File: src/rtl/img_conv_pkg.sv
// rtl/img_conv_pkg.sv - opcodes, sequencer states, SRAM-mux selects and status bit indices
package img_conv_pkg;

    typedef enum logic [3:0] {
        OP_NOP        = 4'h0,
        OP_SET_NROWS  = 4'h1,
        OP_SET_NCOLS  = 4'h2,
        OP_SET_SIGMA  = 4'h3,
        OP_SET_ITERS  = 4'h4,
        OP_GET_NROWS  = 4'h5,
        OP_GET_NCOLS  = 4'h6,
        OP_GET_SIGMA  = 4'h7,
        OP_GET_ITERS  = 4'h8,
        OP_GET_STATUS = 4'h9,
        OP_CLR_STATUS = 4'hA,
        OP_IMG_RX     = 4'hB,
        OP_IMG_TX     = 4'hC,
        OP_CONV       = 4'hD,
        OP_GET_CYC_LO = 4'hE,
        OP_GET_CYC_HI = 4'hF
    } opcode_t;

    typedef enum logic [2:0] {
        S_IDLE     = 3'd0,
        S_LAUNCH   = 3'd1,
        S_WAIT_ACK = 3'd2,
        S_RUN      = 3'd3,
        S_DONE     = 3'd4
    } seq_state_t;

    typedef enum logic [1:0] {
        SEL_HOLD = 2'd0,
        SEL_RX   = 2'd1,
        SEL_TX   = 2'd2,
        SEL_CONV = 2'd3
    } sram_sel_t;

    localparam int ST_CLAMP    = 0;
    localparam int ST_TIMEOUT  = 1;
    localparam int ST_ERR_BUSY = 2;
    localparam int ST_W        = 3;

endpackage

File: src/rtl/img_conv_seq_launch.sv
// rtl/img_conv_seq_launch.sv - start pulse generation, ack timeout counter and busy-fall detection
module img_conv_seq_launch
    import img_conv_pkg::*;
#(
    parameter int ACK_TIMEOUT = 16
) (
    input  logic      clk,
    input  logic      rstn,
    input  logic      launch,
    input  logic      waiting,
    input  logic      running,
    input  sram_sel_t sel,
    input  logic      rx_busy,
    input  logic      tx_busy,
    input  logic      conv_busy,
    output logic      rx_start,
    output logic      tx_start,
    output logic      conv_start,
    output logic      ack,
    output logic      fin,
    output logic      timeout
);

    localparam int              CNT_W   = $clog2(ACK_TIMEOUT + 2);
    localparam logic [CNT_W-1:0] CNT_LIM = CNT_W'(ACK_TIMEOUT + 1);

    logic             sub_busy;
    logic             busy_q;
    logic [CNT_W-1:0] cnt;

    always_comb begin
        sub_busy = 1'b0;
        case (sel)
            SEL_RX:   sub_busy = rx_busy;
            SEL_TX:   sub_busy = tx_busy;
            SEL_CONV: sub_busy = conv_busy;
            default:  sub_busy = 1'b0;
        endcase
    end

    // cnt is zero in the start-pulse cycle and saturates at the limit
    always_ff @(posedge clk or negedge rstn) begin
        if (!rstn) begin
            rx_start   <= 1'b0;
            tx_start   <= 1'b0;
            conv_start <= 1'b0;
            busy_q     <= 1'b0;
            cnt        <= '0;
        end else begin
            rx_start   <= launch && (sel == SEL_RX);
            tx_start   <= launch && (sel == SEL_TX);
            conv_start <= launch && (sel == SEL_CONV);
            busy_q     <= sub_busy;
            if (!waiting)
                cnt <= '0;
            else if (cnt != CNT_LIM)
                cnt <= cnt + 1'b1;
        end
    end

    assign ack     = waiting & sub_busy;
    assign timeout = waiting & ~sub_busy & (cnt == CNT_LIM);
    assign fin     = running & busy_q & ~sub_busy;

endmodule

File: src/rtl/img_conv_sequencer.sv
// rtl/img_conv_sequencer.sv - opcode-driven convolution sequencer; IMG_CONV_SEQ_PERF_EN adds a cycle counter
module img_conv_sequencer
    import img_conv_pkg::*;
#(
    parameter int DATA_W      = 8,
    parameter int DIM_W       = 8,
    parameter int MAX_ROWS    = 64,
    parameter int MAX_COLS    = 64,
    parameter int ITER_W      = 4,
    parameter int ACK_TIMEOUT = 16
) (
    input  logic              clk,
    input  logic              rstn,
    input  logic              en,
    input  opcode_t           op,
    input  logic [DATA_W-1:0] din,
    output logic [DATA_W-1:0] dout,
    output logic              busy,
    output logic              done,
    output logic              rx_start,
    output logic              tx_start,
    output logic              conv_start,
    input  logic              rx_busy,
    input  logic              tx_busy,
    input  logic              conv_busy,
    output logic              conv_swap,
    output logic [DIM_W-1:0]  conv_nrows,
    output logic [DIM_W-1:0]  conv_ncols,
    output logic [DIM_W-1:0]  nrows,
    output logic [DIM_W-1:0]  ncols,
    output logic [2:0]        sigma,
    output sram_sel_t         sram_sel
);

    seq_state_t        state;
    logic [ITER_W-1:0] iters;
    logic [ITER_W:0]   pass;
    logic [ITER_W:0]   last_pass;
    logic [ST_W-1:0]   status;
    logic              ack, fin, timeout;
`ifdef IMG_CONV_SEQ_PERF_EN
    logic [15:0]       cyc;
    logic              cyc_on;
`endif

    function automatic logic [DIM_W-1:0] clamp_dim(input logic [DATA_W-1:0] v, input int lim);
        if (v == '0)
            return DIM_W'(1);
        else if (v > DATA_W'(lim))
            return DIM_W'(lim);
        else
            return v[DIM_W-1:0];
    endfunction

    // Two transposing passes per iteration; the final pass index is odd
    assign last_pass  = {iters, 1'b0} - {{ITER_W{1'b0}}, 1'b1};
    assign busy       = (state != S_IDLE);
    assign conv_nrows = conv_swap ? ncols : nrows;
    assign conv_ncols = conv_swap ? nrows : ncols;

    img_conv_seq_launch #(.ACK_TIMEOUT(ACK_TIMEOUT)) u_launch (
        .clk        (clk),
        .rstn       (rstn),
        .launch     (state == S_LAUNCH),
        .waiting    (state == S_WAIT_ACK),
        .running    (state == S_RUN),
        .sel        (sram_sel),
        .rx_busy    (rx_busy),
        .tx_busy    (tx_busy),
        .conv_busy  (conv_busy),
        .rx_start   (rx_start),
        .tx_start   (tx_start),
        .conv_start (conv_start),
        .ack        (ack),
        .fin        (fin),
        .timeout    (timeout)
    );

    always_ff @(posedge clk or negedge rstn) begin
        if (!rstn) begin
            state     <= S_IDLE;
            nrows     <= DIM_W'(8);
            ncols     <= DIM_W'(8);
            sigma     <= 3'd0;
            iters     <= ITER_W'(1);
            pass      <= '0;
            status    <= '0;
            dout      <= '0;
            done      <= 1'b0;
            conv_swap <= 1'b0;
            sram_sel  <= SEL_HOLD;
`ifdef IMG_CONV_SEQ_PERF_EN
            cyc       <= '0;
            cyc_on    <= 1'b0;
`endif
        end else begin
            done <= 1'b0;
            if (en && state != S_IDLE)
                status[ST_ERR_BUSY] <= 1'b1;
`ifdef IMG_CONV_SEQ_PERF_EN
            if (cyc_on && cyc != 16'hFFFF)
                cyc <= cyc + 1'b1;
`endif
            case (state)
                S_IDLE: if (en) begin
                    case (op)
                        OP_SET_NROWS: begin
                            nrows <= clamp_dim(din, MAX_ROWS);
                            dout  <= DATA_W'(clamp_dim(din, MAX_ROWS));
                            if (din > DATA_W'(MAX_ROWS))
                                status[ST_CLAMP] <= 1'b1;
                        end
                        OP_SET_NCOLS: begin
                            ncols <= clamp_dim(din, MAX_COLS);
                            dout  <= DATA_W'(clamp_dim(din, MAX_COLS));
                            if (din > DATA_W'(MAX_COLS))
                                status[ST_CLAMP] <= 1'b1;
                        end
                        OP_SET_SIGMA:  sigma <= din[2:0];
                        OP_SET_ITERS:  iters <= (din[ITER_W-1:0] == '0) ? ITER_W'(1) : din[ITER_W-1:0];
                        OP_GET_NROWS:  dout <= DATA_W'(nrows);
                        OP_GET_NCOLS:  dout <= DATA_W'(ncols);
                        OP_GET_SIGMA:  dout <= DATA_W'(sigma);
                        OP_GET_ITERS:  dout <= DATA_W'(iters);
                        OP_GET_STATUS: dout <= DATA_W'(status);
                        OP_CLR_STATUS: status <= '0;
`ifdef IMG_CONV_SEQ_PERF_EN
                        OP_GET_CYC_LO: dout <= DATA_W'(cyc[7:0]);
                        OP_GET_CYC_HI: dout <= DATA_W'(cyc[15:8]);
`else
                        OP_GET_CYC_LO: dout <= '0;
                        OP_GET_CYC_HI: dout <= '0;
`endif
                        OP_IMG_RX, OP_IMG_TX, OP_CONV: begin
                            if (op == OP_IMG_RX)
                                sram_sel <= SEL_RX;
                            else if (op == OP_IMG_TX)
                                sram_sel <= SEL_TX;
                            else
                                sram_sel <= SEL_CONV;
                            pass      <= '0;
                            conv_swap <= 1'b0;
                            state     <= S_LAUNCH;
`ifdef IMG_CONV_SEQ_PERF_EN
                            cyc       <= '0;
                            cyc_on    <= 1'b1;
`endif
                        end
                        default: ;
                    endcase
                end
                S_LAUNCH: state <= S_WAIT_ACK;
                S_WAIT_ACK: begin
                    if (ack) begin
                        state <= S_RUN;
                    end else if (timeout) begin
                        status[ST_TIMEOUT] <= 1'b1;
                        done      <= 1'b1;
                        conv_swap <= 1'b0;
                        sram_sel  <= SEL_HOLD;
                        state     <= S_IDLE;
`ifdef IMG_CONV_SEQ_PERF_EN
                        cyc_on    <= 1'b0;
`endif
                    end
                end
                S_RUN: if (fin) state <= S_DONE;
                S_DONE: begin
                    if (sram_sel == SEL_CONV && pass < last_pass) begin
                        pass      <= pass + 1'b1;
                        conv_swap <= ~pass[0];
                        state     <= S_LAUNCH;
                    end else begin
                        if (sram_sel == SEL_CONV)
                            dout <= DATA_W'(1);
                        done      <= 1'b1;
                        conv_swap <= 1'b0;
                        sram_sel  <= SEL_HOLD;
                        state     <= S_IDLE;
`ifdef IMG_CONV_SEQ_PERF_EN
                        cyc_on    <= 1'b0;
`endif
                    end
                end
                default: state <= S_IDLE;
            endcase
        end
    end

endmodule

File: config.mk
export PLATFORM = sky130hd
export DESIGN_NAME = img_conv_sequencer
export DESIGN_NICKNAME = d
export VERILOG_FILES = /design/src/rtl/img_conv_pkg.sv /design/src/rtl/img_conv_seq_launch.sv /design/src/rtl/img_conv_sequencer.sv
export SDC_FILE = /design/constraint.sdc
export NUM_CORES = 1
export LEC_CHECK = 0
export CORE_UTILIZATION = 45
export DETAILED_ROUTE_END_ITERATION = 10
export PLACE_DENSITY = 0.81
export SLEW_MARGIN = 20
export SYNTH_ARGS = -nofsm -noshare
export SYNTH_HDL_FRONTEND = slang
export SYNTH_SLANG_ARGS = --single-unit
File: constraint.sdc
create_clock -name clk -period 2.9 [get_ports clk]
set_input_delay 0.58 -clock clk [delete_from_list [all_inputs] [get_ports clk]]
set_output_delay 0.58 -clock clk [all_outputs]
set_load 0.01 [all_outputs]
* After elaboration in Yosys (flattened, before gate mapping)
Cells that the tools add are included.
Storage, ports and cells: register bits after elaboration 55, bits in writable memories 0, bits in latches 0, output and inout bits 51, memories 0, memory bits (read-only) 0
Operators by class: multiply operators 0, add/subtract/negate cells 3, mux-type cells 51, div/mod/pow operators 0, eq/ne operators 37, magnitude comparators 2, bitwise gates (word level) 7, shifts and indexed selects 0, reduce and logical (&&, ||, !) cells 27
Operator list (count):
- two-way mux 8 bit | 7
- one-hot mux 8 bit (7 select lines) | 1
- equality test 4 bit (second input constant) | 8
- two-way mux 5 bit | 5
- two-way mux 3 bit | 6
- equality test 4 x 3 -> 1 bit (second input constant) | 4
- inequality test 2 bit (second input constant) | 8
- one-hot mux 8 bit (2 select lines) | 1
- two-way mux 1 bit | 15
- one-hot mux 3 bit (5 select lines) | 1
- AND reduction 5 bit | 3
- two-way mux 2 bit | 7
- AND reduction 3 bit | 4
- AND reduction 4 bit | 3
- adder 5 x 1 -> 5 bit (second input constant) | 2
- one-hot mux 5 bit (2 select lines) | 1
- equality test 4 x 2 -> 1 bit (second input constant) | 2
- > comparator 8 x 7 -> 1 bit (second input constant) | 1
- zero test 8 bit | 1
- inequality test 8 x 3 -> 1 bit (second input constant) | 1
- equality test 3 x 2 -> 1 bit (second input constant) | 2
- inequality test 2 x 1 -> 1 bit (second input constant) | 3
- one-hot mux 1 bit (2 select lines) | 3
- one-hot mux 1 bit (3 select lines) | 2
- other kinds (22) | 36

* Depth between registers and ports, before layout
Gate-level depths: netlist (run 1).
depth after elaboration 8, mapped depth 10

* Modules after synthesis
A second synthesis (run 1) with hierarchy kept.
Second synthesis, totals: cell total of the unflattened synthesis 309, area total of the unflattened synthesis 3062.9 um2
By module, submodules not included:
- img_conv_sequencer | area an instance 2648.8 um2, times used 1, cells each 272
- img_conv_seq_launch | area an instance 414.1 um2, times used 1, cells each 37

* Least setup slack after synthesis (run 1)
OpenSTA, ideal clock, no wires.
path type reg-to-reg, start point register iters[0], end point register sram_sel[0], period minus slack after synthesis 2519 ps, stages on the path, launching flop included 10, setup time 125 ps, slack 381 ps, data required time 2775 ps, arrival 2395 ps, path through dfstp_2 inv_1 ha_1 xnor2_1 ha_1 and3_1 a2111oi_2 nand4_1 o21ai_0 mux2_2
Between the ends: word-level cells in the longest chain between the ends 5
RTL lines:
- start, declared | line img_conv_sequencer.sv:36 | logic [ITER_W-1:0] iters;
- start signal, assigned | line img_conv_sequencer.sv:120 | OP_SET_ITERS: iters <= (din[ITER_W-1:0] == '0) ? ITER_W'(1) : din[ITER_W-1:0];
- subtractor 5 x 1 -> 5 bit | line img_conv_sequencer.sv:56 | assign last_pass = {iters, 1'b0} - {{ITER_W{1'b0}}, 1'b1};
- less-than comparator 5 bit | line img_conv_sequencer.sv:169 | if (sram_sel == SEL_CONV && pass < last_pass) begin
- logical AND 1 bit | line img_conv_sequencer.sv:169
- inequality test 2 bit (no line)
- AND reduction 6 bit (no line)
- end signal, assigned | line img_conv_sequencer.sv:140 | sram_sel <= SEL_CONV;
- end signal, assigned | line img_conv_sequencer.sv:160 | sram_sel <= SEL_HOLD;
- end signal, assigned | line img_conv_sequencer.sv:178 | sram_sel <= SEL_HOLD;
- end, declared | line img_conv_sequencer.sv:32 | output sram_sel_t sram_sel
No other way between the ends. A chain may end at the register's enable or synchronous reset.

* Worst setup path after layout (run 1)
start point register iters[0], end point register pass[4]
Between the ends: word-level cells in the longest chain between the ends 5
RTL lines:
- subtractor 5 x 1 -> 5 bit | line img_conv_sequencer.sv:56
- less-than comparator 5 bit | line img_conv_sequencer.sv:169
- logical AND 1 bit | line img_conv_sequencer.sv:169
- inequality test 2 bit (no line)
- AND reduction 4 bit (no line)
- end signal, assigned | line img_conv_sequencer.sv:170 | pass <= pass + 1'b1;
- end, declared | line img_conv_sequencer.sv:37 | logic [ITER_W:0] pass;
No other way between the ends.

==> reports/metrics.csv, run 1 <==
stage,metric,value,unit
outcome,status,"finished, violations left",
outcome,violations,design-rule violations,
critical_path,cp-start-kind,flop,
timing,hold_violations,0,
critical_path,path_common_cell,ha_1,
floorplanning,io_pins,69,
final_layout,regArea,1380,µm²
drt,drt_pass1_iterations,9,
final_layout,drive_gt1_share,14.29,%
placement,place_inst,447,
drt,totalWireLength,7.685,mm
final_layout,nets,403,
clock_tree,cts_buffers,5,
drt,drc,8,
critical_path,worstSetupEndpointType,flop,
floorplanning,coreArea,6422,µm²
power,power,2.910,mW
global_routing,grt_overflow,0,
timing,clock_skew,0.01247,ns
critical_path,slowest_stage,dfstp_2,
placement,dp_hpwl,5.913,mm
global_routing,grt_pass1_wl,12.60,mm
critical_path,arrival,2.88,ns
global_routing,grt_usage,22.72,%
timing,tightestPinTransition,0.5875,ns
drt,final_antenna_net_count,0,
timing,min_period,2.670,ns
critical_path,required,3.11,ns
synth,ys_ff_latch,55,
power,p_per_area,742.0,nW/µm²
critical_path,crit_buf_inv,1,
drt,drt-initial-drc-count,335,
global_routing,antenna_found_initial,0,
drt,vias,2674,
power,vdd_drop_max,0.0002934,V
global_routing,grt_pass1_vias,2518,
synth,syn-instance-count,303,
synth,netlist_top_cells_count,"52 x dfrtp_1, 31 x nand2_1, 27 x mux2_2",
synth,synth_top_cell_area_share,43.03,%
timing,setup_violations,0,
critical_path,worstPathMaxFanout,7,
global_routing,grt_max_degree,25,
drt,vias_per_cell,5.877,
power,leakagePower,1.649,nW
critical_path,max_stage_delay,0.57,ns
synth,synth_edf_count,0,
clock_tree,clock_latency,0.31,ns
timing,slew_headroom,60.69,%
timing,finalSetupTns,0,ns
clock_tree,root_buffer,clkbuf_8,
synth,netlist_area,3024,µm²
clock_tree,clk_pin_slew,0.09,ns
timing,drv_slew,0,
timing,finalCritPeriodShare,92.06,%
final_layout,antennaDiodeCount,0,
synth,ys_seq_area_share,45.64,%
critical_path,critPathTopFamily,simple AND/OR/NAND/NOR gates,
final_layout,multiInputGateArea,1546,µm²
floorplanning,num_rows,29,
timing,rsz0062_at_grt,false,
floorplanning,die_y,83.98,µm
synth,ys.flop_type,dfrtp_1,
final_layout,area_growth,29.66,%
clock_tree,htreeDepth,2,
critical_path,critPathKind,reg -> reg,
synth,yosysMostFrequentCell,dfrtp_1,
final_layout,post-route-util,61.06,%
synth,yosys.area.top_type,dfrtp_1,
run,drv_cap,0,
timing,fmax,0.3745,GHz
synth,ys_async_sr_fraction,100.0,%
floorplanning,dieWidth,83.98,µm
synth,syn-mean-instance-area,9.981,µm²
placement,port_buffers,68,
final_layout,n_fill_cell,538,
synth,yosysWarnings,0,
synth,syn_nets,329,
clock_tree,clk_path_buf_depth,2,
critical_path,crit_chain,"inv_1, ha_1, xnor2_1, ha_1, and3_1, a2111oi_4, nand4_1, or3_1, a21boi_0",
floorplanning,dieArea,7052,µm²
clock_tree,cts_tree,yes,
drt,avgRoutedWirePerCell,16.89,µm
final_layout,instances_no_fill,455,
clock_tree,cts.sinks,55,
clock_tree,post-cts-setup-buffer-count,0,
worst_hold_path,min_path_type,in -> async,
synth,yosysUniqueCellTypes,53,
floorplanning,start_util,47.09,%
synth,synth_area_leaders,"dfrtp_1 43%, mux2_2 10%, nand2_1 3.8%",
placement,gp_congestion,0.9685,
-- flip-flops by register name, summed over array words and instances (netlist names) --
signal               cells
dout                     8
ncols                    8
nrows                    8
pass                     5
u_launch.cnt             5
iters                    4
sigma                    3
state                    3
status                   3
sram_sel                 2
conv_swap                1
done                     1
u_launch.busy_q          1
u_launch.conv_start      1
u_launch.rx_start        1
u_launch.tx_start        1
-- worst register-to-register path, stage by stage (launching register included) --
cell,delay (ns)
dfstp_2,0.57
inv_1,0.06
ha_1,0.20
xnor2_1,0.13
ha_1,0.28
and3_1,0.17
a2111oi_4,0.25
nand4_1,0.31
or3_1,0.42
a21boi_0,0.20
-- stage by stage --
step	setup WS, ns	hold slack, ns	area (µm²)
2_1_floorplan	0.3808	0.2844	3024
3_3_place_gp	0.1910	0.4773	3825
3_5_place_dp	0.08261	0.4859	3825
4_1_cts	0.05900	0.2526	3905
5_1_grt	0.08043	0.2749	3921
6_report	0.2301	0.2371	3921
-- layout by cell type, fill, tap and decap left out, types with 3 or more instances in the layout --
cell,count
clkdlybuf4s50_1,67
dfrtp_1,52
nand2_1,31
mux2_2,27
o21ai_0,18
nor2_1,17
nand3_1,14
buf_4,13
a21oi_1,12
inv_1,11
ha_1,8
nor3_1,7
a22o_1,7
or3_1,5
xnor2_1,5
clkbuf_8,5
and2_1,4
a22oi_1,4
o221ai_1,4
mux2i_1,3
and3_1,3
nand2b_1,3
nor2b_1,3
a32oi_1,3
a31oi_1,3
o21a_1,3
a32o_1,3
o22ai_1,3
clkbuf_1,3
dfstp_2,3
-- path summary, 6_finish.rpt --
kind | start | end | slack [ns] | cells past startpoint
setup / recovery | iters[0] | pass[4] | 0.23 | 9
hold / removal | rstn | u_launch.busy_q | 0.24 | 1
setup reg to reg | iters[0] | pass[4] | 0.23 | 9
hold reg to reg | u_launch.busy_q | state[1] | 0.50 | 1
max in group asynchronous | rstn | ncols[3] | 1.96 | 2
min in group clk | u_launch.busy_q | state[1] | 0.50 | 1
-- cells by family after synthesis --
kind of cell             synth area share (%)
adder cells (fa/ha/maj)                 3.310
multiplexers                            11.05
AO/OA/AOI/OAI                           17.29
XOR/XNOR                                2.027
AND/OR/NAND/NOR                         16.92
flip-flops                              45.64
buffers and inverters                   3.765
-- power by group --
part           switching (mW)  internal, mW
Sequential              0.266         0.988
Combinational           0.575         0.676
Clock                   0.233         0.172
Total                    1.07          1.84
-- metal layers --
metal  track usage, %  up-vias  share of wire (%)  routed length [µm]
met5                0        -                  0                   0
li1                 -     1264                  -                   -
met1            31.54     1288                 44                3348
met4            7.680        0                1.5                 116
met2            36.59      112                 48                3701
met3            3.165       10                6.7                 517
-- repair_timing --
action,4_1_cts,5_1_grt
gates resized for setup,0,3
hold buffers,0,0
setup endpoints to repair,0,5
-- layout make-up --
class	instances	area share (%)
multi-input combinational	222	39.44
clock buffer	8	2.042
tap	77	2.457
sequential	55	35.19
timing repair buffer	81	19.72
inverter	12	1.149
Note: power is estimated with default switching activity, not from simulation.
==> run 2, diff against run 1 <==
--- a/config.mk
+++ b/config.mk
@@ -5,9 +5,10 @@
 export SDC_FILE = /design/constraint.sdc
 export NUM_CORES = 1
 export LEC_CHECK = 0
+export CORE_MARGIN = 4
 export CORE_UTILIZATION = 45
 export DETAILED_ROUTE_END_ITERATION = 10
-export PLACE_DENSITY = 0.81
+export PLACE_DENSITY = 0.77
 export SLEW_MARGIN = 20
 export SYNTH_ARGS = -nofsm -noshare
 export SYNTH_HDL_FRONTEND = slang
==> run 2 against run 1 <==
  * Power grew 0.26%
  * Setup slack better by 0.078 ns
  * Critical path type is now reg -> out
  * The run now ends clean
  * Count of clock-buffer cells in the layout shrank 1
  * Utilization increased by 0.19 points
  * First-iteration DRC count fell by 50%
  * Via count decreased by 0.86%
==> reports/metrics.csv, run 2 (synthesis results as in run 1) <==
stage,metric,value,unit,change
outcome,status,completed,,
timing,clock_skew,0.007540,ns,-0.004929 ns
global_routing,antenna_found_initial,0,,unchanged
power,internal-power,1.836,mW,about the same
floorplanning,die_y,89.98,µm,+7.1%
drt,avgRoutedWirePerCell,17.44,µm,+3.3%
critical_path,cp-start-kind,flop,,
timing,fmax,0.3857,GHz,+3.0%
clock_tree,cts_buffers,5,,unchanged
timing,drv_slew,0,,unchanged
global_routing,grt_pass1_vias,2615,,+3.9%
clock_tree,htreeDepth,2,,unchanged
floorplanning,dieWidth,89.98,µm,+7.1%
placement,dp_hpwl,6.125,mm,+3.6%
timing,finalSetupTns,0,ns,unchanged
global_routing,grt_max_degree,56,,+120%
clock_tree,root_buffer,clkbuf_8,,
placement,port_buffers,68,,unchanged
final_layout,drive_gt1_share,14.74,%,+0.45 points
power,switching_share,37.05,%,+0.15 points
floorplanning,dieArea,8096,µm²,+15%
placement,place_inst,448,,+0.22%
timing,tightestPinTransition,0.7181,ns,+0.1306 ns
placement,gp_congestion,0.8667,,-11%
power,p_sw,1.081,mW,+0.66%
final_layout,antennaDiodeCount,0,,unchanged
drt,vias_per_cell,5.801,,-1.3%
power,vdd_drop_max,0.0003172,V,+8.1%
critical_path,critPathKind,reg -> out,,
final_layout,instances_no_fill,457,,+0.44%
final_layout,layout.cells.most_common,clkdlybuf4s50_1,,
final_layout,layout_common_cells,"67 x clkdlybuf4s50_1, 52 x dfrtp_1, 31 x nand2_1",,
final_layout,reg_top3,"dout: 8 flops, ncols: 8 flops, nrows: 8 flops",,
clock_tree,clock_latency,0.30,ns,about the same
floorplanning,coreArea,6422,µm²,unchanged
clock_tree,cts_tree,yes,,
critical_path,arrival,2.01,ns,-0.87 ns
run,drv_cap,0,,unchanged
placement,pre_cts_ws,0.1318,ns,+0.04921 ns
drt,final_antenna_net_count,0,,unchanged
critical_path,worstSetupEndpointType,output pin,,
clock_tree,cts_hold_buf,0,,unchanged
timing,rsz0062_at_grt,false,,
final_layout,nets,405,,+0.50%
drt,drt_pass1_iterations,4,,-5
critical_path,required,2.32,ns,-0.79 ns
power,p_clk_share,14.0,%,about the same
worst_hold_path,min_path_type,in -> async,,
timing,slew_headroom,52.13,%,-8.6 points
global_routing,grt_usage,19.99,%,-2.7 points
clock_tree,cts.sinks,55,,unchanged
critical_path,r2r_start,iters[0],,
drt,drt-initial-drc-count,169,,-50%
power,p_per_area,741.6,nW/µm²,about the same
timing,hold_violations,0,,unchanged
final_layout,area_growth,30.08,%,
drt,vias,2651,,-0.86%
power,p_comb_share,41.9,%,-1.1 points
global_routing,grt_overflow,0,,unchanged
drt,drc,0,,-8
clock_tree,clk_pin_slew,0.09,ns,about the same
critical_path,startpoint,conv_swap,,
power,power,2.917,mW,+0.26%
timing,setup_violations,0,,unchanged
drt,totalWireLength,7.970,mm,+3.7%
timing,finalCritPeriodShare,89.39,%,-2.7 points
floorplanning,num_rows,29,,unchanged
power,leakagePower,1.659,nW,+0.62%
timing,min_period,2.592,ns,-0.07751 ns
clock_tree,clk_path_buf_depth,2,,unchanged
power,seq_power_share,44.1,%,+1.0 points
floorplanning,start_util,47.09,%,unchanged
timing,fin_ws,0.3076,ns,+0.07751 ns
critical_path,worstPathMaxFanout,18,,+11
floorplanning,io_pins,69,,unchanged
global_routing,grt_pass1_wl,13.43,mm,+6.6%
==> run 2: cell types whose count changed in the layout (fill, tap and decap cells not counted), sizes merged <==
cell / change
buf: +2
clkbuf: -1
clkinv: +1
==> run 2: worst paths after layout <==
path                                   end  slack, ns  cells past startpoint
max reg2reg                    sram_sel[1]       0.31                      9
max in group asynchronous          dout[0]       2.04                      2
min                        u_launch.cnt[3]       0.38                      2
min reg2reg                      status[1]       0.51                      1
min in group clk                 status[1]       0.51                      1
max                          conv_ncols[4]       0.31                      2
==> run 2: final cells by class <==
class | count | area [µm²]
Fill cell | 557 | 2489
Multi-Input combinational cell | 222 | 1543
Sequential cell | 55 | 1380
Timing Repair Buffer | 83 | 788.3
Tap cell | 77 | 96.34
Clock buffer | 7 | 76.32
Inverter | 12 | 45.04
Clock inverter | 1 | 5.005
==> run 2: repair_timing <==
action	CTS	global route
endpoints found under the hold margin	0	0
gates resized for setup	0	2
endpoints found under the setup margin	0	6
setup buffers	0	1
==> run 2: per-layer routing <==
layer  up-vias  track usage [%]  routed length (µm)
met5         -                0                   0
met4         0            4.974                  79
met3         9            2.588                 483
met2        95            31.95                3785
met1      1278            28.94                3621
li1       1269                -                   -
==> run 2: critical path: stages, from the launching register on <==
cell and delay [ns]:
dfrtp_1 0.81, mux2_2 0.42, clkdlybuf4s50_1 0.48
==> run 2: metrics by stage <==
stage	util, %	instance area [µm²]	hold WS (ns)
after floorplan	-	3024	0.2844
after global placement	59.67	3832	0.4771
after detailed placement	59.67	3832	0.4870
after CTS	60.94	3914	0.4226
after global routing	61.25	3934	0.4594
final	61.25	3934	0.3786
==> run 2: power by group through the flow <==
stage / registers (mW) / clock network [mW] / logic, mW
final: 1.29 / 0.408 / 1.22
after global routing: 1.32 / 0.450 / 1.34
after CTS: 1.28 / 0.415 / 1.20
after detailed placement: 1.30 / 0 / 1.20
after global placement: 1.28 / 0 / 1.16
after floorplan: 1.22 / 0 / 0.728
==> RTL edit: new RTL, flow settings as in run 2 <==
Make the reset (`rstn`) synchronous in 2 clocked blocks.
--- a/src/rtl/img_conv_seq_launch.sv
+++ b/src/rtl/img_conv_seq_launch.sv
@@ -41,3 +41,3 @@
     // cnt is zero in the start-pulse cycle and saturates at the limit
-    always_ff @(posedge clk or negedge rstn) begin
+    always_ff @(posedge clk) begin
         if (!rstn) begin
--- a/src/rtl/img_conv_sequencer.sv
+++ b/src/rtl/img_conv_sequencer.sv
@@ -78,3 +78,3 @@
 
-    always_ff @(posedge clk or negedge rstn) begin
+    always_ff @(posedge clk) begin
         if (!rstn) begin
Behaviour: differs if rstn is asserted again (counterexample within 4 cycles, from zero or initial values and one cycle with rstn low); with rstn held inactive, the same outputs for 4 cycles.
==> RTL edit against run 2 <==
- count of clock-buffer cells in the layout decreased by 1
- sequential cell count is the same
- die area is 0.98% lower
- routed wire length grew 4.6%
- fmax shrank 0.51%
- core utilization fell by 0.38 points
- non-clock buffer count down 1
- cell count rose by 7.2%
- synthesized area shrank 1.1%
- cell area shrank 1.2%
- setup slack worse by 13 ps
- critical endpoint is now pass[2]
- highest routed layer unchanged
Power is not compared: it rests on default switching activity, and its combinational part moved more than twofold at a synthesized area within 25%.
==> RTL edit: results (changes against run 2) <==
| Metric | Value |
|---|---|
| Status | completed (unchanged) |
| Most frequent cells after synthesis | 55 x dfxtp_1, 36 x nor2_1, 22 x nand2_1, 20 x a21oi_1 (was 52 x dfrtp_1, 31 x nand2_1, 27 x mux2_2, 19 x o21ai_0, 17 x nor2_1) |
| Final hold vios | 0 (unchanged) |
| Pin count of the biggest net entering global routing | 22 (was 56) |
| DP Worst Slack | 272 ps (was 132 ps) |
| Filler Cell Count | 597 (was 557) |
| Post_cts resized | 0 (unchanged) |
| Post-CTS setup buffers | 0 (unchanged) |
| Hold_sp | status[1] |
| Area after DPL | 0.00378 sq mm (was 0.00383 sq mm) |
| Layout cells sized above 1 | 0.121 (was 0.147) |
| Largest registers | dout (8), ncols (8), nrows (8) (unchanged) |
| Most used DFF post-synth | dfxtp_1 (was dfrtp_1) |
| # port buffers | 68 (unchanged) |
| Diodes inserted | 0 (unchanged) |
| Critical path's top delay family | simple AND/OR/NAND/NOR gates (was flip-flops) |
| Final RePlAce weighted congestion | 0.937 (was 0.867) |
| Initial antenna violation count | 0 (unchanged) |
| Unique masters post-synth | 59 (was 53) |
| Max clock buf depth | 2 (unchanged) |
| Metal3 WL | 470 microns (was 483 microns) |
| Routed wire length | 8.34 mm (was 7.97 mm) |
| Crit. Startpoint | iters[0] (was conv_swap) |
| Pleak | 1.54 nW |
| Post-Syn Nets | 370 (was 329) |
| Yosys warns | 0 (unchanged) |
| Clock slew at reported path FFs | 100 ps |
| H-tree levels | 2 (unchanged) |
| First-pass GRT wire length | 14.1 mm (was 13.4 mm) |
| Worst-margin pin slew | 610 ps (was 718 ps) |
| Switching part of the total power | 0.244 |
| Router iterations before antenna repair | 4 (unchanged) |
| Clk Latency, worst-skew pair | 310 ps |
| Worst min-delay path category | register to register (was input pin to asynchronous set/reset pin) |
| DP HPWL | 6.41 mm (was 6.12 mm) |
| Met2 Wirelength | 4.10 mm (was 3.79 mm) |
| Fraction of registers with async set/reset | 0 (was 1.00) |
| Synth area leaders | dfxtp_1 37%, mux2_2 7.2%, mux2i_1 6.4% (was dfrtp_1 43%, mux2_2 10%, nand2_1 3.8%) |
| Worst path arrival time | 2870 ps (was 2010 ps) |
| Seq/Total Area, Yosys | 0.368 (was 0.456) |
| Vias | 2863 (was 2651) |
| Worst clock skew | 7.43 ps (was 7.54 ps) |
| Clock Root Buffer | clkbuf_8 (unchanged) |
| Layout Nets | 439 (was 405) |
| GRT Total Usage | 0.223 (was 0.200) |
| Number of CTS-inserted buffers | 5 (unchanged) |
| Detailed Route Iter0 Violations | 157 (was 169) |
| CP Max Fanout | 6 (was 18) |
| Met1 wire length | 3.67 mm (was 3.62 mm) |
| Biggest cell delay along the critical path | 460 ps (was 810 ps) |
| IR drop worst, VDD | 0.000225 V |
| Slowest stage cell, crit path | or3_1 (was dfrtp_1) |
## RTL edit: path summary, 6_finish.rpt
path                            cells after the start  slack [ps]         to
worst max-delay path                                8         290    pass[2]
worst min register to register                      2         470  status[1]
worst max register to register                      8         290    pass[2]
worst min-delay path                                2         470  status[1]
## RTL edit: layout make-up
| type | count | area [sq um] | area share |
|---|---|---|---|
| inverters | 14 | 52.6 | 0.0135 |
| flip-flops and latches | 55 | 1100 | 0.283 |
| clock inverters | 1 | 30.0 | 0.00772 |
| well taps | 77 | 96.3 | 0.0248 |
| repair buffers | 82 | 786 | 0.202 |
| clock buffers | 6 | 72.6 | 0.0187 |
| multi-input cells | 255 | 1750 | 0.450 |
## RTL edit: per-stage QoR
stage,power [mW],hold WS [ps],cells
floorplan,0.892,433,344
global placement,0.974,448,483
detailed placement,0.977,455,483
CTS,1.46,471,490
global route,1.51,491,490
finish,1.46,472,490
## RTL edit: kinds of logic after synthesis
kind of cell	Yosys count	share of synthesized area
flops	55	0.368
compound gates	79	0.187
buf+inv	34	0.0473
simple gates	123	0.209
xor+xnor	7	0.0205
mux	38	0.135
fa+ha+maj	8	0.0335
## RTL edit: worst register-to-register path: cells and delay by family, from the launching register on
kind / cells / cell delay [ps]
adders and majority gates: 1 / 290
DFF: 1 / 360
xor gates and xnor gates: 1 / 170
AOI/OAI and AO/OA: 1 / 450
and+or+nand+nor: 5 / 1290
## RTL edit: power by group through the flow
| stage | logic [mW] | registers, mW | clock network, mW |
|---|---|---|---|
| after floorplan | 0.0986 | 0.793 | 0 |
| after global placement | 0.180 | 0.794 | 0 |
| after detailed placement | 0.182 | 0.794 | 0 |
| after CTS | 0.184 | 0.777 | 0.504 |
| after global routing | 0.201 | 0.779 | 0.529 |
| final | 0.185 | 0.777 | 0.501 |
## RTL edit: layer usage
layer / track usage / vias up
met3: 0.0544 / 11
li1: - / 1393
met5: 0 / -
met2: 0.380 / 93
met4: 0.0541 / 0
met1: 0.282 / 1366
